`src/rtl/vec_alu_if.sv`:
```
// Instruction handshake and writeback/observation bus of vec_alu_pipe.
// The slave modport is the pipeline side; the master modport is the issue/observer side.
interface vec_alu_if #(
    parameter int LANES  = 4,
    parameter int ELEM_W = 8
);
    localparam int VLEN = LANES * ELEM_W;

    logic             instn_valid;
    logic [31:0]      instn;
    logic             instn_ready;
    logic             wb_valid;
    logic [4:0]       wb_addr;
    logic [VLEN-1:0]  wb_data;
    logic [LANES-1:0] lane_ovf;
    logic             ovf_clr;
    logic             overflow_sticky;

    modport slave (
        input  instn_valid, instn, ovf_clr,
        output instn_ready, wb_valid, wb_addr, wb_data, lane_ovf, overflow_sticky
    );

    modport master (
        output instn_valid, instn, ovf_clr,
        input  instn_ready, wb_valid, wb_addr, wb_data, lane_ovf, overflow_sticky
    );
endinterface

```
`src/rtl/vec_alu_pipe.sv`:
```
// Two-stage (ID, EXE) SIMD integer pipeline with a LANES x ELEM_W register file,
// EXE->ID forwarding and a multi-cycle MUL. Define VEC_SAT_EN for saturating ADD/SUB/ADDI.
module vec_alu_pipe #(
    parameter int LANES   = 4,
    parameter int ELEM_W  = 8,
    parameter int MUL_LAT = 3
) (
    input  logic      clk,
    input  logic      rst_n,
    vec_alu_if.slave  bus
);
    localparam int VLEN  = LANES * ELEM_W;
    localparam int CNT_W = $clog2(MUL_LAT + 1);

    typedef enum logic [2:0] {OP_ADD, OP_SUB, OP_AND, OP_OR, OP_SLL, OP_SRL, OP_MUL} op_e;
    typedef enum logic {S_IDLE, S_BUSY} state_e;

    // Returns {overflow, element} for a sign-extended ELEM_W+1 bit sum/difference.
`ifdef VEC_SAT_EN
    function automatic logic [ELEM_W:0] fit_elem(input logic [ELEM_W:0] w);
        if (w[ELEM_W] != w[ELEM_W-1])
            return {1'b1, w[ELEM_W], {(ELEM_W-1){~w[ELEM_W]}}};
        return {1'b0, w[ELEM_W-1:0]};
    endfunction
`else
    function automatic logic [ELEM_W:0] fit_elem(input logic [ELEM_W:0] w);
        return {w[ELEM_W] ^ w[ELEM_W-1], w[ELEM_W-1:0]};
    endfunction
`endif

    logic [VLEN-1:0] rf [32];

    // ID/EXE pipeline register
    logic            vld_p1;
    logic            wr_p1;
    op_e             op_p1;
    logic [4:0]      dest_p1;
    logic [4:0]      shamt_p1;
    logic [VLEN-1:0] a_p1;
    logic [VLEN-1:0] b_p1;

    state_e           state, state_n;
    logic [CNT_W-1:0] cnt, cnt_n;
    logic             ready_c;
    logic             exe_wr;
    logic             mul_multi;
    logic             accept;

    logic [VLEN-1:0]  exe_res;
    logic [LANES-1:0] exe_ovf;

    logic             wb_valid_q;
    logic [4:0]       wb_addr_q;
    logic [VLEN-1:0]  wb_data_q;
    logic [LANES-1:0] lane_ovf_q;
    logic             sticky_q;

    // ID stage: decode
    logic [5:0]  opcode, funct;
    logic [4:0]  rs, rt, rd, shamt;
    logic        dec_wr, dec_use_imm, dec_shift_rt;
    op_e         dec_op;
    logic [4:0]  dec_dest;
    logic signed [ELEM_W-1:0] imm_elem;
    logic [VLEN-1:0] rs_val, rt_val, a_next, b_next;
    logic        fwd_ok;

    assign opcode   = bus.instn[31:26];
    assign rs       = bus.instn[25:21];
    assign rt       = bus.instn[20:16];
    assign rd       = bus.instn[15:11];
    assign shamt    = bus.instn[10:6];
    assign funct    = bus.instn[5:0];
    assign imm_elem = ELEM_W'($signed(bus.instn[15:0]));

    always_comb begin
        dec_wr       = 1'b0;
        dec_op       = OP_ADD;
        dec_dest     = rd;
        dec_use_imm  = 1'b0;
        dec_shift_rt = 1'b0;
        if (opcode == 6'h00) begin
            dec_wr = 1'b1;
            case (funct)
                6'h20:   dec_op = OP_ADD;
                6'h22:   dec_op = OP_SUB;
                6'h24:   dec_op = OP_AND;
                6'h25:   dec_op = OP_OR;
                6'h00:   begin dec_op = OP_SLL; dec_shift_rt = 1'b1; end
                6'h02:   begin dec_op = OP_SRL; dec_shift_rt = 1'b1; end
                6'h18:   dec_op = OP_MUL;
                default: dec_wr = 1'b0;
            endcase
        end else if (opcode == 6'h08) begin
            dec_wr      = 1'b1;
            dec_dest    = rt;
            dec_use_imm = 1'b1;
        end
    end

    // The EXE result bypasses the register file for a dependent instruction in ID.
    assign fwd_ok = vld_p1 & wr_p1 & (dest_p1 != 5'd0);
    assign rs_val = (rs == 5'd0) ? '0 : (fwd_ok && dest_p1 == rs) ? exe_res : rf[rs];
    assign rt_val = (rt == 5'd0) ? '0 : (fwd_ok && dest_p1 == rt) ? exe_res : rf[rt];
    assign a_next = dec_shift_rt ? rt_val : rs_val;
    assign b_next = dec_use_imm ? {LANES{imm_elem}} : rt_val;
    assign accept = bus.instn_valid & ready_c;

    always_ff @(posedge clk or negedge rst_n) begin
        if (!rst_n) begin
            vld_p1   <= 1'b0;
            wr_p1    <= 1'b0;
            op_p1    <= OP_ADD;
            dest_p1  <= '0;
            shamt_p1 <= '0;
            a_p1     <= '0;
            b_p1     <= '0;
        end else if (ready_c) begin
            vld_p1   <= accept;
            wr_p1    <= accept & dec_wr;
            op_p1    <= dec_op;
            dest_p1  <= dec_dest;
            shamt_p1 <= shamt;
            a_p1     <= a_next;
            b_p1     <= b_next;
        end
    end

    // EXE stage: per-lane ALU
    for (genvar i = 0; i < LANES; i++) begin : g_lane
        logic signed [ELEM_W-1:0] ea, eb;
        logic [ELEM_W-1:0]        res;
        logic [ELEM_W:0]          wide;
        logic                     ovf;

        assign ea = a_p1[i*ELEM_W +: ELEM_W];
        assign eb = b_p1[i*ELEM_W +: ELEM_W];

        always_comb begin
            wide = '0;
            res  = '0;
            ovf  = 1'b0;
            case (op_p1)
                OP_ADD: begin
                    wide       = {ea[ELEM_W-1], ea} + {eb[ELEM_W-1], eb};
                    {ovf, res} = fit_elem(wide);
                end
                OP_SUB: begin
                    wide       = {ea[ELEM_W-1], ea} - {eb[ELEM_W-1], eb};
                    {ovf, res} = fit_elem(wide);
                end
                OP_AND:  res = ea & eb;
                OP_OR:   res = ea | eb;
                OP_SLL:  res = (int'(shamt_p1) >= ELEM_W) ? '0 : ea << shamt_p1;
                OP_SRL:  res = (int'(shamt_p1) >= ELEM_W) ? '0 : ea >> shamt_p1;
                OP_MUL:  res = ea * eb;
                default: res = '0;
            endcase
        end

        assign exe_res[i*ELEM_W +: ELEM_W] = res;
        assign exe_ovf[i]                  = ovf;
    end

    // MUL occupies EXE for MUL_LAT cycles; ID is held until the last one.
    assign mul_multi = vld_p1 && (op_p1 == OP_MUL) && (MUL_LAT > 1);

    always_ff @(posedge clk or negedge rst_n) begin
        if (!rst_n) begin
            state <= S_IDLE;
            cnt   <= '0;
        end else begin
            state <= state_n;
            cnt   <= cnt_n;
        end
    end

    always_comb begin
        state_n = state;
        cnt_n   = cnt;
        exe_wr  = 1'b0;
        ready_c = 1'b1;
        case (state)
            S_IDLE: begin
                if (mul_multi) begin
                    state_n = S_BUSY;
                    cnt_n   = CNT_W'(MUL_LAT - 1);
                    ready_c = 1'b0;
                end else begin
                    exe_wr = wr_p1;
                end
            end
            S_BUSY: begin
                cnt_n = cnt - CNT_W'(1);
                if (cnt == CNT_W'(1)) begin
                    exe_wr  = wr_p1;
                    state_n = S_IDLE;
                end else begin
                    ready_c = 1'b0;
                end
            end
            default: state_n = S_IDLE;
        endcase
    end

    // Writeback: register file and observation bus
    always_ff @(posedge clk or negedge rst_n) begin
        if (!rst_n) begin
            for (int r = 0; r < 32; r++) rf[r] <= '0;
            wb_valid_q <= 1'b0;
            wb_addr_q  <= '0;
            wb_data_q  <= '0;
            lane_ovf_q <= '0;
            sticky_q   <= 1'b0;
        end else begin
            wb_valid_q <= exe_wr;
            if (exe_wr) begin
                wb_addr_q  <= dest_p1;
                wb_data_q  <= exe_res;
                lane_ovf_q <= exe_ovf;
                if (dest_p1 != 5'd0) rf[dest_p1] <= exe_res;
            end
            if (exe_wr && |exe_ovf) sticky_q <= 1'b1;
            else if (bus.ovf_clr)   sticky_q <= 1'b0;
        end
    end

    assign bus.instn_ready     = ready_c;
    assign bus.wb_valid        = wb_valid_q;
    assign bus.wb_addr         = wb_addr_q;
    assign bus.wb_data         = wb_data_q;
    assign bus.lane_ovf        = lane_ovf_q;
    assign bus.overflow_sticky = sticky_q;
endmodule

```
`src/flat_wrapper.sv`:
```
// flat-port wrapper written by rule: the top's interface ports become plain ports
module vec_alu_pipe_flat 
#(
    parameter int LANES   = 4,
    parameter int ELEM_W  = 8,
    parameter int MUL_LAT = 3
)
  (clk, rst_n, bus_instn_valid, bus_instn, bus_ovf_clr, bus_instn_ready, bus_wb_valid, bus_wb_addr, bus_wb_data, bus_lane_ovf, bus_overflow_sticky);
  vec_alu_if #(.LANES(LANES), .ELEM_W(ELEM_W)) bus_i ();
  input  logic clk;
  input  logic rst_n;
  input wire logic [$bits(bus_i.instn_valid)-1:0] bus_instn_valid;
  input wire logic [$bits(bus_i.instn)-1:0] bus_instn;
  input wire logic [$bits(bus_i.ovf_clr)-1:0] bus_ovf_clr;
  output wire logic [$bits(bus_i.instn_ready)-1:0] bus_instn_ready;
  output wire logic [$bits(bus_i.wb_valid)-1:0] bus_wb_valid;
  output wire logic [$bits(bus_i.wb_addr)-1:0] bus_wb_addr;
  output wire logic [$bits(bus_i.wb_data)-1:0] bus_wb_data;
  output wire logic [$bits(bus_i.lane_ovf)-1:0] bus_lane_ovf;
  output wire logic [$bits(bus_i.overflow_sticky)-1:0] bus_overflow_sticky;
  assign bus_i.instn_valid = bus_instn_valid;
  assign bus_i.instn = bus_instn;
  assign bus_i.ovf_clr = bus_ovf_clr;
  assign bus_instn_ready = bus_i.instn_ready;
  assign bus_wb_valid = bus_i.wb_valid;
  assign bus_wb_addr = bus_i.wb_addr;
  assign bus_wb_data = bus_i.wb_data;
  assign bus_lane_ovf = bus_i.lane_ovf;
  assign bus_overflow_sticky = bus_i.overflow_sticky;
  vec_alu_pipe #(.LANES(LANES), .ELEM_W(ELEM_W), .MUL_LAT(MUL_LAT)) u_core (.clk(clk), .rst_n(rst_n), .bus(bus_i));
endmodule
```
`config.mk`:
```
export PLATFORM = sky130hd
export DESIGN_NAME = vec_alu_pipe_flat
export DESIGN_NICKNAME = d
export VERILOG_FILES = /design/src/rtl/vec_alu_if.sv /design/src/rtl/vec_alu_pipe.sv /design/src/flat_wrapper.sv
export SDC_FILE = /design/constraint.sdc
export NUM_CORES = 2
export LEC_CHECK = 0
export BUFFER_PORTS_ARGS = -buffer_cell sky130_fd_sc_hd__clkbuf_2
export CORE_MARGIN = 8
export CORE_UTILIZATION = 50
export DETAILED_ROUTE_END_ITERATION = 10
export HOLD_SLACK_MARGIN = 0.05
export PLACE_DENSITY = 0.66
export SYNTH_ARGS = -nofsm -noshare
export SYNTH_HDL_FRONTEND = slang
export SYNTH_SLANG_ARGS = --single-unit
```
`constraint.sdc`:
```
create_clock -name clk -period 5.66 [get_ports clk]
set_input_delay 0.566 -clock clk [delete_from_list [all_inputs] [get_ports clk]]
set_output_delay 0.566 -clock clk [all_outputs]
set_load 0.02 [all_outputs]
```
After elaboration in Yosys (flattened, before gate mapping)
Cells that the tools add are included.
W data, S select, Z words.

storage, ports and cells
  register bits = 1,149
  input bits = 36
  output and inout bits = 44

cells by class
  $lt $le $gt $ge = 5
  multipliers = 4
  $add $sub $neg = 9
  shifts and indexed selects = 8
  eq/ne operators = 17
  reduce and logical (&&, ||, !) cells = 16
  bitwise operators = 24
  multiplexer cells = 54

operators with widths
  operator              count
  $bwmux W1024          1
  $mux W32              11
  $bmux W32 S5          2
  $pmux W8 S7           4
  $demux W32 S5         1
  $mux W8               8
  $add A8 B8 Y9         4
  $sub A8 B8 Y9         4
  $and A8 B8 Y8         4
  $mul A8 B8 Y8         4
  $or A8 B8 Y8          4
  $shl A8 B5 Y8         4
  $shr A8 B5 Y8         4
  $eq A6 B6 Y1 const B  4
  $ge A6 B6 Y1 const B  3
  $not A5 Y6            3
  $pmux W3 S6           1
  $mux W1               14
  $pmux W1 S2           7
  $logic_not A6 Y1      2
  $eq A5 B5 Y1          2
  $logic_not A5 Y1      2
  $mux W5               2
  $eq A3 B3 Y1 const B  3
  other kinds (24)      39

Longest topological paths before layout
  depth in word-level cells = 7
  gate-level depth with buffers = 22
  gate-level depth less buffers = 20

Least setup slack after synthesis
No wires, ideal clock.

  path kind = reg2reg
  from = register u_core.a_p1[27]
  to = register u_core.rf[191] in the netlist's numbering
  cell stages (with the launch flop) = 19
  setup slack = 0.840 ns
  data arrival time = 4.683 ns
  required time = 5.523 ns
  buffers on the path = 3
  period minus slack after synthesis = 4.820 ns
  path through = dfrtp_1 > clkbuf_1 > nand2_1 > fa_1 > inv_1 > fa_1 > fa_1 > inv_1 > fa_1 > inv_1 > ha_1 > a21oi_1 > xnor3_1 > xnor3_1 > a21oi_1 > and3_1 > clkbuf_1 > clkbuf_1 > a21oi_1

between the ends
  word-level cells in the longest chain between the ends = 4
  elaborated cells between the ends (all ways) = 9
  those cells by class = 2 x add/sub; 1 x mul; 2 x shift; 4 x mux

ends and longest elaborated chain
  item                                                                   line                 RTL
  start, declared                                                        vec_alu_pipe.sv:39   logic [VLEN-1:0] a_p1;
  start signal, assigned                                                 vec_alu_pipe.sv:124  a_p1 <= a_next;
  parallel branches: the longest is 2 deep, another holds $mul A8 B8 Y8  -
  $pmux W8 S7 *                                                          vec_alu_pipe.sv:143  case (op_p1)
  $bwmux W1024 *                                                         vec_alu_pipe.sv:221  if (dest_p1 != 5'd0) rf[dest_p1] <= exe_res;
  end signal, assigned by index                                          vec_alu_pipe.sv:221
  end, declared                                                          vec_alu_pipe.sv:31   logic [VLEN-1:0] rf [32];

Every way passes the cells marked *.
A chain may end at the register's enable or synchronous reset.

Worst setup path after layout
  from = register u_core.a_p1[11]
  to = register u_core.rf[207] in the netlist's numbering

Same word-level chain as after synthesis.

==> impl_metrics.toml <==
[final_layout]
n_fill_cell = 11199
areaGrowthSynthToFinish_pct = 10.2
final_layout_size_suffix_gt1_share_pct = 20.4
finalInstanceArea_sq_mm = 0.0740
finalNonFillerCells = 7852
fin_nets = 6249

[placed_design]
placed_area_sq_mm = 0.0697
dp.cells = 7627
io_buffers = 79
hpwl_um = 146000
finalWeightedCongestion = 1.03

[synthesis]
synthMuxAreaShare_pct = 23.6
yosys.area_share.simple_pct = 9.64
avgSynthCellArea_sq_um = 10.8
syn_area_sq_mm = 0.0671
synth_xor_xnor_area_share_pct = 1.49
seq_area_frac_synth_pct = 42.8
ys_async_sr_fraction_pct = 100
netlist_instances = 6200
ys_ff_latch = 1149
synthAdderAreaFrac_pct = 4.89
syn_nets = 6465
synth_edf_count = 0
ys.warnings.count = 0
synth_top_family_by_area = "multiplexers"
synth_ff_type = "dfrtp_1"
synth_compound_area_share_pct = 12.7
synth_cell_types = 73

[clock_tree]
insertion_delay_ns = 0.77
cts_tree = "yes"
cts_resized = 0
cts_root_buf = "clkbuf_16"
cts_hold_buf = 3
post_cts_buffers = 0
cts_sinks = 1149
clk_path_buf_depth = 3
cts_made_buffers = 120
clk_pin_slew_worst_paths_ns = 0.07
h-tree-depth = 3

[detailed_routing]
ant_nets = 0
via_count = 52172
first_pass_iters = 6
viasPerCell = 6.64
drt-total-wl_um = 233000
post_drt_wl_per_cell_um = 29.7
drc = 0
first_iter_violations = 6355

[power_and_ir_drop]
power_density_mw_per_mm2 = 252
power.share.clock_pct = 45.6
cellLeakagePower_nw = 32.5
ir_drop_mv = 0.246
p_int_w = 0.0139
p_comb_share_pct = 8.7
pwr-share-seq_pct = 45.7
p_sw_share_pct = 25.7
p_switching_w = 0.00480

[timing]
finalCritPeriodShare_pct = 93.1
maxSlewHeadroom_pct = 15.6
fin_setup_tns_ns = 0
setup_violations = 0
fin_crit_ns = 5.27
rsz0062_at_grt = "no"
hold_viol_final = 0
max_freq_mhz = 190
finClkSkew_ns = 0.0387
worst_pin_slew_ns = 1.26
drv_slew = 0

[grt]
grt_max_degree = 166
grt_pass1_wl_um = 347000
antenna_found_initial = 5
grt_pass1_vias = 51630
grt_overflow = 0
grt_usage_pct = 31.5

[worst_setup_path]
endpoint_kind = "register"
crit_type = "register to register"
r2r_slack_ns = 0.39
critPathMaxFanout = 32
worstPathRequired_ns = 6.26
start_kind = "register"
critPathArrivalTime_ns = 5.87

[die]
dieArea_sq_mm = 0.146
fp.coreArea_sq_mm = 0.133
ioPinCount = 80
dieHeight_um = 382
rows = 134
start_util_pct = 50.3
dieWidth_um = 382

[job]
cap_violations = 0

[outcome]
status = "complete, no violations"

[min_path]
hp-class = "primary input to register"
## power by group through the flow
stage | clock network (W) | logic [W] | registers, W
3_5_place_dp | 0 | 0.00161 | 0.00866
4_1_cts | 0.00858 | 0.00162 | 0.00851
6_report | 0.00851 | 0.00163 | 0.00852
2_1_floorplan | 0 | 0.000993 | 0.00861
5_1_grt | 0.00888 | 0.00173 | 0.00853
3_3_place_gp | 0 | 0.00160 | 0.00865
## sequential cells by signal (all words and copies together) (netlist names)
register / count
u_core.rf: 1024
u_core.a_p1: 32
u_core.b_p1: 32
u_core.bus.wb_data: 32
u_core.bus.wb_addr: 5
u_core.dest_p1: 5
u_core.shamt_p1: 5
u_core.bus.lane_ovf: 4
u_core.op_p1: 3
u_core.cnt: 2
u_core.bus.overflow_sticky: 1
u_core.bus.wb_valid: 1
u_core.state: 1
u_core.vld_p1: 1
u_core.wr_p1: 1
## layout make-up
type | instances | area [sq um] | area share [%]
diodes | 2 | 5.00 | 0.00676
clock buffers | 165 | 3430 | 4.64
clock inverters | 55 | 781 | 1.06
inverters | 207 | 779 | 1.05
multi-input cells | 4235 | 35600 | 48.1
flip-flops and latches | 1149 | 28800 | 38.9
well taps | 1768 | 2210 | 2.99
repair buffers | 271 | 2420 | 3.27
## cells in the final DEF (no fill, tap or decap), types with 23 or more instances in the layout
| cell | instances |
|---|---|
| nor2_1 | 1184 |
| dfrtp_1 | 1144 |
| a21oi_1 | 1101 |
| mux4_2 | 654 |
| nand2_1 | 229 |
| inv_1 | 203 |
| ha_1 | 173 |
| buf_4 | 151 |
| clkbuf_16 | 122 |
| o21ai_0 | 109 |
| xnor2_1 | 71 |
| clkbuf_2 | 69 |
| mux2i_1 | 60 |
| fa_1 | 56 |
| mux2_2 | 43 |
| o22ai_1 | 43 |
| buf_12 | 41 |
| nand3_1 | 39 |
| a211oi_1 | 37 |
| nor2_4 | 32 |
| nor3_1 | 32 |
| a22oi_1 | 30 |
| xor2_1 | 23 |
## layer usage
| layer | GRT usage [%] | part of all wire [%] | wire length [um] |
|---|---|---|---|
| met4 | 15.0 | 5.3 | 12400 |
| met3 | 7.60 | 11 | 26100 |
| met2 | 47.9 | 45 | 106000 |
| met5 | 0 | 0.0081 | 19 |
| met1 | 42.8 | 38 | 89000 |
## kinds of logic after synthesis
logic type	Yosys count
adder cells (fa/ha/maj)	229
AO/OA/AOI/OAI	1522
multiplexers	757
AND/OR/NAND/NOR	1625
XOR/XNOR	102
buffers and inverters	816
flip-flops	1149
## stage by stage
stage,util (%),setup slack (ns),total power (W),hold slack [ns]
after floorplan,-,0.840,0.00961,0.270
after global placement,52.3,0.504,0.0103,0.376
after detailed placement,52.3,0.480,0.0103,0.384
after CTS,55.4,0.479,0.0187,0.0517
after global routing,55.4,0.175,0.0191,0.0915
final,55.4,0.390,0.0187,0.0858
## Yosys cell counts, drive strengths merged (5+ instances only)
master,n,area (sq um)
nor2,1220,4580
dfrtp,1149,28800
a21oi,1108,5550
mux4,654,14700
clkbuf,464,1740
nand2,230,863
inv,205,769
ha,173,2160
buf,145,748
o21ai,114,571
xnor2,71,622
mux2i,60,601
fa,56,1120
a211oi,43,328
mux2,43,484
o22ai,43,269
nand3,39,195
nor3,34,170
a22oi,30,225
xor2,23,201
a221o,22,220
nor2b,20,125
a211o,15,131
a221oi,15,144
nand2b,15,93.8
a22o,14,123
and3,14,87.6
a21o,13,97.6
o2bb2ai,12,105
and2,11,68.8
o21bai,11,82.6
a32oi,8,70.1
o211ai,8,60.1
or3,8,50.1
xnor3,8,180
a2bb2oi,7,61.3
o2111ai,7,61.3
o211a,7,70.1
a31oi,6,37.5
nand4,6,37.5
nor4,6,37.5
o221ai,6,52.6
or2,6,37.5
o31ai,5,37.5
## worst paths after layout
| check | start | to | cells after the start |
|---|---|---|---|
| min reg2reg | u_core.rf[1009]$_DFFE_PN0P_ | u_core.rf[1009]$_DFFE_PN0P_ | 0 |
| min | bus_instn[12] | u_core.dest_p1[1]$_DFFE_PN0N_ | 3 |
| max reg2reg | u_core.a_p1[11]$_DFFE_PN0N_ | u_core.rf[207]$_DFFE_PN0P_ | 14 |
| max | u_core.a_p1[11]$_DFFE_PN0N_ | u_core.rf[207]$_DFFE_PN0P_ | 14 |
| max in group asynchronous | rst_n | u_core.op_p1[1]$_DFFE_PN0N_ | 3 |
| min in group asynchronous | rst_n | u_core.rf[293]$_DFFE_PN0P_ | 2 |
## worst max-delay path: stages, from the launching register on
cell     delay [ns]
dfrtp_1        0.61
nand2_1        0.14
fa_1           0.47
fa_1           0.49
fa_1           0.52
fa_1           0.49
inv_1          0.04
ha_1           0.31
a21oi_1        0.15
xnor3_1        0.40
xnor3_1        0.39
a21oi_1        0.35
and3_1         0.21
buf_4          0.37
a21oi_1        0.15
(Power assumes the default switching activity.)
